**config.mk**
```make
export PLATFORM = sky130hd
export DESIGN_NAME = axi_r_boundary_protect
export DESIGN_NICKNAME = d
export VERILOG_FILES = /design/src/rtl/axi_r_boundary_protect_pkg.sv /design/src/rtl/axi_r_boundary_protect.sv
export SDC_FILE = /design/constraint.sdc
export NUM_CORES = 1
export LEC_CHECK = 0
export CAP_MARGIN = 20
export CORE_ASPECT_RATIO = 1.25
export CORE_MARGIN = 4
export CORE_UTILIZATION = 31
export DETAILED_ROUTE_END_ITERATION = 8
export HOLD_SLACK_MARGIN = 0.05
export PLACE_DENSITY = 0.86
export SYNTH_ARGS = -nofsm -noshare
export SYNTH_HDL_FRONTEND = slang
export SYNTH_SLANG_ARGS = --single-unit
```
**constraint.sdc**
```tcl
create_clock -name clk -period 4.4 [get_ports clk]
set_input_delay 0.88 -clock clk [delete_from_list [all_inputs] [get_ports clk]]
set_output_delay 0.88 -clock clk [all_outputs]
set_load 0.05 [all_outputs]
```
**src/rtl/axi_r_boundary_protect_pkg.sv**
```systemverilog
// Shared definitions for the AXI read-side burst splitter/protector pair.
// Holds the FSM state encoding and the burst-info FIFO word layout
// ({final_burst, len_m1}) so the AR-side splitter and R-side protector agree.
package axi_r_boundary_protect_pkg;

  localparam int LEN_W          = 8;
  localparam int INFO_W         = 9;
  localparam int INFO_LEN_LSB   = 0;
  localparam int INFO_FINAL_BIT = LEN_W;

  typedef enum logic {
    ST_IDLE  = 1'b0,
    ST_TRANS = 1'b1
  } state_e;

  // One FIFO word per split burst issued on AR.
  typedef struct packed {
    logic             final_burst;  // last piece of the original request
    logic [LEN_W-1:0] len_m1;       // beats in this piece minus one
  } burst_info_t;

endpackage

```
**src/rtl/axi_r_boundary_protect.sv**
```systemverilog
// Purpose: re-joins split AXI read bursts into one AXIS stream, counting beats
//          locally and flagging rlast/rresp protocol errors.
// Latency: data path is combinational (0 cycles); error pulses 1 cycle after the beat.
// Backpressure: m_axi_rready follows s_axis_r_ready while in a burst; held 0 in IDLE.
// Ports: clk/rst (sync, active-high); m_axi_r* AXI R channel in; s_axis_r_* AXIS out;
//        burst_info_fifo_* burst descriptor FIFO read side; rlast_err/rresp_err pulses.
module axi_r_boundary_protect
  import axi_r_boundary_protect_pkg::*;
#(
  parameter real simulation_delay = 1
) (
  input  logic              clk,
  input  logic              rst,
  input  logic [31:0]       m_axi_rdata,
  input  logic [1:0]        m_axi_rresp,
  input  logic              m_axi_rlast,
  input  logic              m_axi_rvalid,
  output logic              m_axi_rready,
  output logic [31:0]       s_axis_r_data,
  output logic [3:0]        s_axis_r_keep,
  output logic              s_axis_r_user,
  output logic              s_axis_r_last,
  output logic              s_axis_r_valid,
  input  logic              s_axis_r_ready,
  output logic              burst_info_fifo_ren,
  input  logic [INFO_W-1:0] burst_info_fifo_dout,
  input  logic              burst_info_fifo_empty_n,
  output logic              rlast_err,
  output logic              rresp_err
);

  // The delay only exists for behavioural models; reject nonsense values early.
  if (simulation_delay < 0.0) begin : g_bad_delay
    $error("simulation_delay must be non-negative");
  end

  state_e           state_q, state_d;
  logic [LEN_W-1:0] cnt_q, cnt_d;
  logic             rlast_err_q, rlast_err_d;
  logic             rresp_err_q, rresp_err_d;

  burst_info_t info;
  logic        in_trans;
  logic        info_pop;
  logic        beat_acc;
  logic        beat_end;

  // FIFO dout is held from the pop until the next pop, so it stays valid
  // for the whole TRANS phase without a local copy.
  assign info     = burst_info_t'(burst_info_fifo_dout);
  assign in_trans = (state_q == ST_TRANS);
  assign info_pop = !in_trans && burst_info_fifo_empty_n;
  assign beat_end = (cnt_q == info.len_m1);

  // Handshakes are gated by registered state only, so rvalid never reaches
  // rready and s_axis_r_ready never reaches s_axis_r_valid.
  assign m_axi_rready   = in_trans && s_axis_r_ready;
  assign s_axis_r_valid = in_trans && m_axi_rvalid;
  assign beat_acc       = in_trans && m_axi_rvalid && s_axis_r_ready;

  assign s_axis_r_data       = m_axi_rdata;
  assign s_axis_r_keep       = 4'hF;
  assign s_axis_r_user       = m_axi_rresp[1];
  assign s_axis_r_last       = in_trans && info.final_burst && beat_end;
  assign burst_info_fifo_ren = !in_trans;

  assign rlast_err = rlast_err_q;
  assign rresp_err = rresp_err_q;

  always_comb begin
    state_d     = state_q;
    cnt_d       = cnt_q;
    rlast_err_d = 1'b0;
    rresp_err_d = 1'b0;

    case (state_q)
      ST_IDLE: begin
        if (info_pop) begin
          state_d = ST_TRANS;
          cnt_d   = '0;
        end
      end
      ST_TRANS: begin
        if (beat_acc) begin
          // Burst end is decided by the local count; slave rlast is only audited.
          cnt_d       = cnt_q + 1'b1;
          rlast_err_d = (m_axi_rlast != beat_end);
          rresp_err_d = m_axi_rresp[1];
          if (beat_end) begin
            state_d = ST_IDLE;
          end
        end
      end
      default: state_d = ST_IDLE;
    endcase
  end

  always_ff @(posedge clk) begin
    if (rst) begin
      state_q     <= ST_IDLE;
      cnt_q       <= '0;
      rlast_err_q <= 1'b0;
      rresp_err_q <= 1'b0;
    end else begin
      state_q     <= state_d;
      cnt_q       <= cnt_d;
      rlast_err_q <= rlast_err_d;
      rresp_err_q <= rresp_err_d;
    end
  end

endmodule
```
==> summary by stage, run 1 <==
Placement
The count of port buffers added during placement is 22. The wire-length estimate of the detail-placed layout is 1310 um. The last weighted congestion value of the routability-driven placer is 0.761.

Logic synthesis
A synthesized cell averages 8.43 um^2. The number of warnings issued by yosys is 0. After synthesis, the share of flip-flops with an asynchronous set or reset is 0%. In the synthesized netlist, the number of instances is 106.

Summing every instance area after synthesis gives 893 um^2. The share of synthesized area in the top cell type comes to 31.1%. The synthesized design contains 0 enable-type register cells.

The flip-flop and latch count after synthesis is 11. Sorting the synthesized cells by area gives the leading types as sky130_fd_sc_hd__buf_4 (31%), sky130_fd_sc_hd__dfxtp_1 (25%), sky130_fd_sc_hd__xnor2_1 (7.8%). The cell accounting for the most synthesized area is sky130_fd_sc_hd__buf_4. Yosys mapped the design onto 29 distinct sky130hd cell types. The most used flip-flop cell after synthesis is sky130_fd_sc_hd__dfxtp_1.

For this run, the register share of the synthesized area comes to 24.6%.

Critical path
The number of cells on the worst reg-to-reg path is 4. The worst register-to-register path begins at in_trans. In this run the worst path has a maximum fanout of 3. STA puts the critical path data required time at 3.52 ns. STA puts the critical path data arrival time at 2.91 ns. The critical path is of the in -> out type. The worst register-to-register path ends at cnt_q[5].

STA classifies the critical path startpoint as a primary input. The flop-to-flop setup slack is 2.81 ns. The nature of the critical path endpoint is an output port.

Run
Max-cap violations in this run came to 0.

Routing
The routed wire length per instance is 12.5 um. For this run, design rule violations remaining after detail routing come to 0. The first-iteration detailed-routing DRC count is 11. The total iterations of the first detailed-routing run is 3. The number of nets still failing antenna checks after routing is 0. The total wire length after detailed routing is 1630 um. For this block, the via count after detailed routing is 607. The ratio of routed vias to standard cells is 4.67.

Cells and area
In the final layout, the share of cells above drive strength 1 is 8.33%. The antenna diode count is 0. The post-synthesis to final-layout area growth is 0.700%.

For this run, the post-layout net count is 147.

Min path
The path class of the tightest hold or removal check is reg -> reg. The worst-case hold path end point is cnt_q[7]. The worst hold path passes through 2 cells. The worst hold path begins at cnt_q[7].

GRT
The global-route total usage across every layer is 8.92%. The number of antenna violations at the first check in global routing is 0. The first global-routing pass estimated 2540 um of wire. The number of global-route vias before repair is 604. The pin count of the biggest net entering global routing is 9. The overflow left after global routing is 0.

Timing
The final period utilization is 86.0%. Across the routed clock network, the largest skew measured is 0.00843 ns. The worst slew slack as a fraction of its limit is 66.3%. The final-layout worst hold slack is 0.510 ns. The slew at the pin with the worst max-slew slack is 0.504 ns. After routing, the total negative slack on setup checks comes to 0 ns.

Setup repair after global routing left no endpoint under its margin. For this run, the top clock speed supported by timing is 264 MHz. The final-report setup violation count is 0. The number of max-slew violations in the final report is 0. The hold violation count in the final report is 0. The clock period minus worst slack is 3.79 ns.

Status
The run finished with clean final reports.

Die
The die covers 3810 um^2. The number of placement rows is 21. The overall die width is 56.0 um. The floorplan step set the die height to 68.0 um. The number of placed I/O pins is 92.

The initial utilization of the core area, before any placement, comes to 32.7%. The region available for standard cell placement spans 2730 um^2.

Clocking
The number of gates resized after CTS was 0. The total of hold buffers inserted after clock tree synthesis is 0. The clock network latency to the later pin of the worst-skew pair is 0.28 ns. After clock tree synthesis, the clock-pin slew on the worst setup and hold paths is 0.08 ns. The CTS root buffer is sky130_fd_sc_hd__clkbuf_4.

The clock buffer count from CTS is 3. CTS built an H-tree with a depth of 1. The number of setup buffers added after CTS is 0.

The total number of clock tree sinks is 11. TritonCTS built the clock tree. The maximum clock insertion buffer count is 2.

Power
In this run the power density over the cells is 248 nW/um^2. The cell leakage power is 0.312 nW. VDD sags by at most 0.0000652 V.
flip-flops by register name, summed over array words and instances (netlist names):
signal and flops:
cnt_q 8, rlast_err 1, rresp_err 1, in_trans 1
per-layer routing:
layer	global-route usage, %	vias up	wire (um)
li1	-	292	-
met1	7.30	282	564
met2	16.1	25	839
met3	4.53	8	158
met4	7.42	0	66
met5	0	-	0
stage by stage:
stage / util (%) / std cells / area [um^2] / power [mW] / setup WS, ns
6_report: 32.9 / 130 / 900 / 0.223 / 0.615
5_1_grt: 32.9 / 130 / 900 / 0.232 / 0.530
4_1_cts: 32.9 / 130 / 900 / 0.224 / 0.616
3_5_place_dp: 32.0 / 126 / 873 / 0.153 / 0.627
3_3_place_gp: 32.0 / 126 / 873 / 0.152 / 0.657
2_1_floorplan: - / 109 / 905 / 0.214 / 1.88
cell type report:
cell class / count / area, um^2
Multi-Input combinational cell: 58 / 387
Tap cell: 34 / 42.5
Fill cell: 283 / 1830
Timing Repair Buffer: 22 / 220
Inverter: 1 / 3.75
Sequential cell: 11 / 220
Clock buffer: 4 / 26.3
placed cells by master (no fill, tap or decap), drive strengths merged, types with 3 or more instances in the layout:
master         synthesis  final
clkdlybuf4s50          0     22
conb                   1      4
xor2                   3      3
nor2                  10     10
o2111ai                3      3
and2                   3      3
nand4                  3      3
dfxtp                 11     11
xnor2                  8      8
clkbuf                 1      4
nand2                  6      6
worst max-delay path by stage:
stage / start / end / slack, ns / cells past startpoint
finish: burst_info_fifo_dout[6] / s_axis_r_last / 0.61 / 6
global route: burst_info_fifo_dout[0] / s_axis_r_last / 0.53 / 6
CTS: burst_info_fifo_dout[0] / s_axis_r_last / 0.62 / 6
detailed placement: burst_info_fifo_dout[0] / s_axis_r_last / 0.63 / 6
global placement: burst_info_fifo_dout[3] / s_axis_r_last / 0.66 / 6
floorplan: burst_info_fifo_dout[3] / s_axis_r_last / 1.88 / 4
Yosys cell counts, types with 2 or more instances:
library cell and number:
sky130_fd_sc_hd__or3_1 2, sky130_fd_sc_hd__o211ai_1 2, sky130_fd_sc_hd__nand4_1 3, sky130_fd_sc_hd__dfxtp_1 11, sky130_fd_sc_hd__buf_4 37, sky130_fd_sc_hd__o2111ai_1 2, sky130_fd_sc_hd__or4_1 2, sky130_fd_sc_hd__a21oi_1 2
sky130_fd_sc_hd__nand2_1 6, sky130_fd_sc_hd__nor2_1 10, sky130_fd_sc_hd__xnor2_1 8, sky130_fd_sc_hd__and2_2 2, sky130_fd_sc_hd__xor2_1 3
critical path: stages:
cell                              delay, ns
sky130_fd_sc_hd__clkdlybuf4s50_1       0.41
sky130_fd_sc_hd__xnor2_1               0.22
sky130_fd_sc_hd__nand4_1               0.14
sky130_fd_sc_hd__nor2_1                0.24
sky130_fd_sc_hd__and3_2                0.22
sky130_fd_sc_hd__clkdlybuf4s50_1       0.80
report_power, final:
group,switching [mW],internal (mW)
sequential,0.00191,0.101
clock,0.0365,0.0352
combinational,0.0273,0.0211
kinds of logic after synthesis:
family                     after synthesis  synth area share (%)
AOI/OAI and AO/OA                       10                  10.2
xor gates and xnor gates                11                  10.8
adders and majority gates                1                  1.40
buffers and inverters                   40                  33.3
DFF                                     11                  24.6
muxes                                    1                  1.12
other                                    1                 0.420
and+or+nand+nor                         31                  18.1
(Power assumes the default switching activity.)
==> run 2, diff against run 1 <==
--- a/config.mk
+++ b/config.mk
@@ -11,7 +11,9 @@
 export CORE_UTILIZATION = 31
 export DETAILED_ROUTE_END_ITERATION = 8
 export HOLD_SLACK_MARGIN = 0.05
+export MAX_ROUTING_LAYER = met4
 export PLACE_DENSITY = 0.86
+export RECOVER_POWER = 25
 export SYNTH_ARGS = -nofsm -noshare
 export SYNTH_HDL_FRONTEND = slang
 export SYNTH_SLANG_ARGS = --single-unit
==> summary by stage, run 2 (same netlist as run 1, synthesis figures left out) <==
Power
The part of the power in combinational logic is 21.7% (about the same). The switching component of the power is 63.5 uW (was 65.7 uW). The part of the total power dissipated in sequential elements is 46.6% (was 46.1%). The cell-internal power was 157 uW (about the same). The clock network fraction of total power was 31.7% (was 32.2%). The switching power share of the total is 28.8% (was 29.5%).

The cell leakage power is 0.311 nW (was 0.312 nW). The worst supply voltage drop on vdd was 0.0000832 V (was 0.0000652 V). The total power per unit cell area was 245 nW/um^2 (was 248 nW/um^2).

Timing
Setup repair after global routing missed its margin: no (unchanged). The final setup skew is 0.00291 ns (was 0.00843 ns). The clock period minus worst slack came to 3.74 ns (was 3.79 ns). The number of max-slew violations in the final report is 0 (unchanged). The final-report setup violation count is 0 (unchanged).

The maximum clock frequency is 268 MHz (was 264 MHz). The slew at the pin with the worst max-slew slack is 0.500 ns (was 0.504 ns). The sum of negative setup slack is 0 ns (unchanged).

The hold violation count in the final report is 0 (unchanged). The final period utilization came to 85.0% (was 86.0%). The final-layout worst hold slack was 0.504 ns (was 0.510 ns). The worst slew slack as a fraction of its limit is 66.6% (was 66.3%).

Die
The placeable core region is 2730 um^2 (unchanged). The number of placed I/O pins is 92 (unchanged). The die boundary height is 68.0 um (unchanged). The total die area is 3810 um^2 (unchanged). The effective utilization at floorplan is 32.7% (unchanged). The overall die width is 56.0 um (unchanged). The number of placement rows is 21 (unchanged).

Cells and area
The number of flip-flops in the largest register is 8 (unchanged). The number of non-filler instances in the completed layout is 130 (unchanged). The final net count is 147 (unchanged). Top library cells by usage in the layout, fill and taps aside: sky130_fd_sc_hd__clkdlybuf4s50_1 (22), sky130_fd_sc_hd__dfxtp_1 (11), sky130_fd_sc_hd__nor2_1 (10) (unchanged).

The post-synthesis to final-layout area growth was 0.700% (unchanged). The leading cell type in the layout, fill and taps excluded was sky130_fd_sc_hd__clkdlybuf4s50_1 (unchanged). The fraction of layout instances using a drive strength above 1 is 8.33% (unchanged). The core utilization of the finished layout is 32.9% (unchanged). The antenna diode count is 0 (unchanged). The register ranked first by flip-flop count is cnt_q (unchanged).

Clocking
The total number of clock tree sinks was 11 (unchanged). The clock buffer count from CTS is 3 (unchanged). The total of cells resized after clock tree synthesis is 0 (unchanged). The number of H-tree levels was 1 (unchanged). The number of buffers added for setup after CTS is 0 (unchanged). The maximum clock insertion buffer count is 2 (unchanged).

The clock network latency to the later pin of the worst-skew pair was 0.27 ns (was 0.28 ns). The total of hold buffers inserted after clock tree synthesis is 0 (unchanged). The CTS tree is done (unchanged).

The CTS root buffer was sky130_fd_sc_hd__clkbuf_4 (unchanged). The clock-pin slew reported for the worst setup and hold paths after clock tree synthesis is 0.07 ns (was 0.08 ns).

Placement
The cell total after placement is 126 (unchanged). The HPWL reported at the end of detailed placement is 1280 um (was 1310 um). The count of port buffers added during placement is 22 (unchanged). The last weighted congestion value of the routability-driven placer was 0.772 (was 0.761).

Routing
The total wire length after detailed routing is 1570 um (was 1630 um). The total iterations of the first detailed-routing run is 4 (was 3). The routed wire length per instance is 12.1 um (was 12.5 um).

The ratio of routed vias to standard cells was 4.84 (was 4.67). The remaining routing DRC violations is 0 (unchanged). The number of nets still failing antenna checks after routing is 0 (unchanged).

The first-iteration detailed-routing DRC count was 11 (unchanged). The via count of the routed design is 629 (was 607).

GRT
The number of antenna violations at the first check in global routing was 0 (unchanged). The pin count of the biggest net entering global routing is 9 (unchanged). The wire length of the first global-routing pass was 2390 um (was 2540 um).

The global-route total usage across every layer came to 8.57% (was 8.92%). The overflow left after global routing is 0 (unchanged). The number of global-route vias before repair is 607 (was 604).

Critical path
The arrival time at the worst endpoint was 2.86 ns (was 2.91 ns). The maximum fanout count along the critical path is 3 (unchanged). The required arrival time at the worst endpoint is 3.52 ns (about the same). The nature of the critical path endpoint is an output port (unchanged). The critical path startpoint category was a primary input (unchanged). The worst setup path category is in -> out (unchanged).

Status
Result of the run: completed (unchanged).

Run
The count of max-cap constraint violations came to 0 (unchanged).

Min path
The class of the tightest hold or removal check was reg -> reg (unchanged).
run 2: changes by cell type in the layout (fill, tap and decap cells not counted):
cell / delta
sky130_fd_sc_hd__and2_1: -1
sky130_fd_sc_hd__and2_0: +1
run 2: through the flow:
stage / area [um^2] / worst slack, ns / total power [mW]
after global routing: 900 / 0.502 / 0.233
after global placement: 873 / 0.655 / 0.152
after CTS: 900 / 0.647 / 0.222
after detailed placement: 873 / 0.646 / 0.153
final: 900 / 0.662 / 0.220
after floorplan: 905 / 1.88 / 0.214
run 2: final cells by class:
type	count	area, um^2
clock buffers	4	26.3
fillers	280	1830
inverters	1	3.75
multi-input cells	58	387
flip-flops and latches	11	220
well taps	34	42.5
repair buffers	22	220
run 2: power groups by stage:
stage,Sequential [mW],Clock (mW),Combinational (mW)
final,0.103,0.0699,0.0479
after global routing,0.103,0.0796,0.0509
after detailed placement,0.105,0,0.0482
after global placement,0.105,0,0.0475
after CTS,0.103,0.0712,0.0484
after floorplan,0.105,0,0.109
run 2: path summary, 6_finish.rpt:
path | start | endpoint | slack, ns | cells after the start
min reg2reg | cnt_q[7] | cnt_q[7] | 0.50 | 2
max reg2reg | in_trans | cnt_q[5] | 2.80 | 4
max | burst_info_fifo_dout[0] | s_axis_r_last | 0.66 | 6
min | cnt_q[7] | cnt_q[7] | 0.50 | 2
run 2: worst max-delay path: stages:
cell	delay [ns]
sky130_fd_sc_hd__clkdlybuf4s50_1	0.47
sky130_fd_sc_hd__xnor2_1	0.12
sky130_fd_sc_hd__nand4_1	0.12
sky130_fd_sc_hd__nor2_1	0.25
sky130_fd_sc_hd__and3_2	0.22
sky130_fd_sc_hd__clkdlybuf4s50_1	0.80
run 2: metal layers:
metal  track usage [%]  vias to the layer above  wire length [um]
met5                 -                        -                 0
met2              14.0                       34               769
met4              10.7                        0               114
met1              6.64                      285               517
met3              3.40                       16               166
li1                  -                      294                 -
==> run 3, diff against run 2 <==
--- a/config.mk
+++ b/config.mk
@@ -8,11 +8,11 @@
 export CAP_MARGIN = 20
 export CORE_ASPECT_RATIO = 1.25
 export CORE_MARGIN = 4
-export CORE_UTILIZATION = 31
+export CORE_UTILIZATION = 29
 export DETAILED_ROUTE_END_ITERATION = 8
 export HOLD_SLACK_MARGIN = 0.05
 export MAX_ROUTING_LAYER = met4
-export PLACE_DENSITY = 0.86
+export PLACE_DENSITY = 0.81
 export RECOVER_POWER = 25
 export SYNTH_ARGS = -nofsm -noshare
 export SYNTH_HDL_FRONTEND = slang
==> constraint.sdc (replaced) <==
create_clock -name clk -period 3.6 [get_ports clk]
set_input_delay 0.72 -clock clk [delete_from_list [all_inputs] [get_ports clk]]
set_output_delay 0.72 -clock clk [all_outputs]
set_load 0.05 [all_outputs]
==> summary by stage, run 3 (same netlist as run 1, synthesis figures left out) <==
Status
Result of the run: completed (unchanged).

GRT
The number of antenna violations at the first check in global routing is 0 (unchanged). The global-route total usage across every layer is 7.77% (was 8.57%). The number of global-route vias before repair is 611 (was 607). The overflow left after global routing is 0 (unchanged). The pin count of the biggest net entering global routing is 9 (unchanged).

The wire length of the first global-routing pass came to 2440 um (was 2390 um).

Cells and area
The final net count is 147 (unchanged). The leading cell type in the layout, fill and taps excluded is sky130_fd_sc_hd__clkdlybuf4s50_1 (unchanged). The antenna diode count is 0 (unchanged). The number of non-filler instances in the completed layout is 132 (was 130). The post-route cell area was 900 um^2 (unchanged).

The total area of multi-input combinational cells is 387 um^2 (unchanged). The area taken by flip-flops and latches is 220 um^2 (unchanged). The number of fill cells in the layout is 305 (was 280). Top library cells by usage in the layout, fill and taps aside: sky130_fd_sc_hd__clkdlybuf4s50_1 (21), sky130_fd_sc_hd__dfxtp_1 (11), sky130_fd_sc_hd__nor2_1 (10) (was sky130_fd_sc_hd__clkdlybuf4s50_1 (22), sky130_fd_sc_hd__dfxtp_1 (11), sky130_fd_sc_hd__nor2_1 (10)).

The number of flip-flops in the largest register is 8 (unchanged). The register ranked first by flip-flop count is cnt_q (unchanged). The post-synthesis to final-layout area growth is 0.700% (unchanged).

The fraction of layout instances using a drive strength above 1 is 9.38% (was 8.33%).

Routing
The number of nets still failing antenna checks after routing is 0 (unchanged). The remaining routing DRC violations is 0 (unchanged). The total wire length after detailed routing is 1530 um (was 1570 um).

The routed wire length per instance came to 11.6 um (was 12.1 um). The via count of the routed design came to 590 (was 629). The ratio of routed vias to standard cells is 4.47 (was 4.84). The first-iteration detailed-routing DRC count is 8 (was 11). The total iterations of the first detailed-routing run was 4 (unchanged).

Clocking
The clock-pin slew reported for the worst setup and hold paths after clock tree synthesis came to 0.07 ns (about the same). The maximum clock insertion buffer count is 2 (unchanged). The clock network latency to the later pin of the worst-skew pair is 0.26 ns (was 0.27 ns). The total number of clock tree sinks is 11 (unchanged). The number of buffers added for setup after CTS is 0 (unchanged). The CTS tree is done (unchanged). The number of H-tree levels is 1 (unchanged). The total of cells resized after clock tree synthesis is 0 (unchanged).

The CTS root buffer is sky130_fd_sc_hd__clkbuf_4 (unchanged). The total of hold buffers inserted after clock tree synthesis is 0 (unchanged). The clock buffer count from CTS is 3 (unchanged).

Timing
The clock period minus worst slack is 2.87 ns. The final setup skew is 0.00359 ns (was 0.00291 ns). The final period utilization is 79.6%. The hold violation count in the final report was 0 (unchanged). The number of max-slew violations in the final report is 0 (unchanged). The post-layout worst setup margin was 0.735 ns (was 0.662 ns). Setup repair after global routing missed its margin: no (unchanged). The maximum clock frequency is 349 MHz.

The final-report setup violation count was 0 (unchanged). The sum of negative setup slack is 0 ns (unchanged).

Critical path
Crit-path cells: clkdlybuf4s50_1 > and2_2 > clkdlybuf4s50_1 (was clkdlybuf4s50_1 > xnor2_1 > nand4_1 > nor2_1 > and3_2 > clkdlybuf4s50_1). The required arrival time at the worst endpoint is 2.88 ns (was 3.52 ns). The arrival time at the worst endpoint is 2.15 ns (was 2.86 ns). The maximum cell stage delay along the critical path is 0.79 ns (was 0.80 ns). The maximum fanout count along the critical path is 3 (unchanged). The nature of the critical path endpoint is an output port (unchanged).

The worst setup path category is in -> out (unchanged). The cell repeated most along the worst path is sky130_fd_sc_hd__clkdlybuf4s50_1 (unchanged). The sum of buffers and inverters on the critical path was 2 (unchanged). The critical path startpoint category is a primary input (unchanged).

The cell with the biggest individual delay on the critical path is sky130_fd_sc_hd__clkdlybuf4s50_1 (unchanged). The family of cells with the greatest summed delay on the critical path is buffers and inverters (unchanged).

Power
The total power per unit cell area was 295 nW/um^2 (was 245 nW/um^2). The worst supply voltage drop on vdd is 0.000103 V (was 0.0000832 V). The overall power came to 265 uW (was 220 uW). The cell leakage power came to 0.314 nW (was 0.311 nW).

Die
The effective utilization at floorplan is 30.3% (was 32.7%). The placeable core region is 2950 um^2 (was 2730 um^2). The number of placement rows came to 22 (was 21). The die boundary height is 70.1 um (was 68.0 um). The total die area is 4040 um^2 (was 3810 um^2). The number of placed I/O pins is 92 (unchanged). The overall die width is 57.6 um (was 56.0 um).

Placement
The last weighted congestion value of the routability-driven placer is 0.690 (was 0.772). The count of port buffers added during placement came to 22 (unchanged). The post-placement worst setup slack is 0.741 ns (was 0.646 ns). The cell total after placement is 128 (was 126). The cell area after placement is 873 um^2 (unchanged).

Run
The count of max-cap constraint violations is 0 (unchanged).

Min path
The class of the tightest hold or removal check is reg -> reg (unchanged).
run 3: cell types whose count changed in the layout (fill, tap and decap cells not counted), sizes merged:
cell / delta
buf: +1
clkdlybuf4s50: -1
run 3: stage by stage:
step | hold slack, ns | util [%]
6_report | 0.503 | 30.5
5_1_grt | 0.526 | 30.5
3_3_place_gp | 0.479 | 29.7
3_5_place_dp | 0.500 | 29.7
2_1_floorplan | 0.470 | -
4_1_cts | 0.509 | 30.5
run 3: power by group:
group          internal, mW  switching (mW)
clock                0.0428          0.0385
sequential            0.123         0.00235
combinational        0.0258          0.0325
run 3: worst register-to-register path: stages (launching register included):
cell and delay [ns]:
sky130_fd_sc_hd__dfxtp_1 0.44, sky130_fd_sc_hd__and3_1 0.35, sky130_fd_sc_hd__o2111ai_4 0.19, sky130_fd_sc_hd__or4_1 0.49, sky130_fd_sc_hd__nand2_1 0.08
run 3: final timing paths:
kind | to | depth (start not counted) | slack [ns] | from
worst max-delay path | m_axi_rready | 3 | 0.73 | s_axis_r_ready
worst min-delay path | cnt_q[7] | 2 | 0.50 | cnt_q[7]
worst max register to register | cnt_q[5] | 4 | 2.01 | in_trans
worst min register to register | cnt_q[7] | 2 | 0.50 | cnt_q[7]
run 3: final cells by class:
class                           instances  area share, %
Multi-Input combinational cell         58           43.0
Sequential cell                        11           24.5
Timing Repair Buffer                   22           24.2
Tap cell                               36           5.01
Clock buffer                            4           2.92
Inverter                                1          0.417
run 3: layer usage:
metal	wire length, um	global-route usage, %	vias to the layer above
met3	171	3.14	10
met2	788	12.8	24
met5	0	-	-
met1	526	6.54	259
li1	-	-	297
met4	39	6.70	0
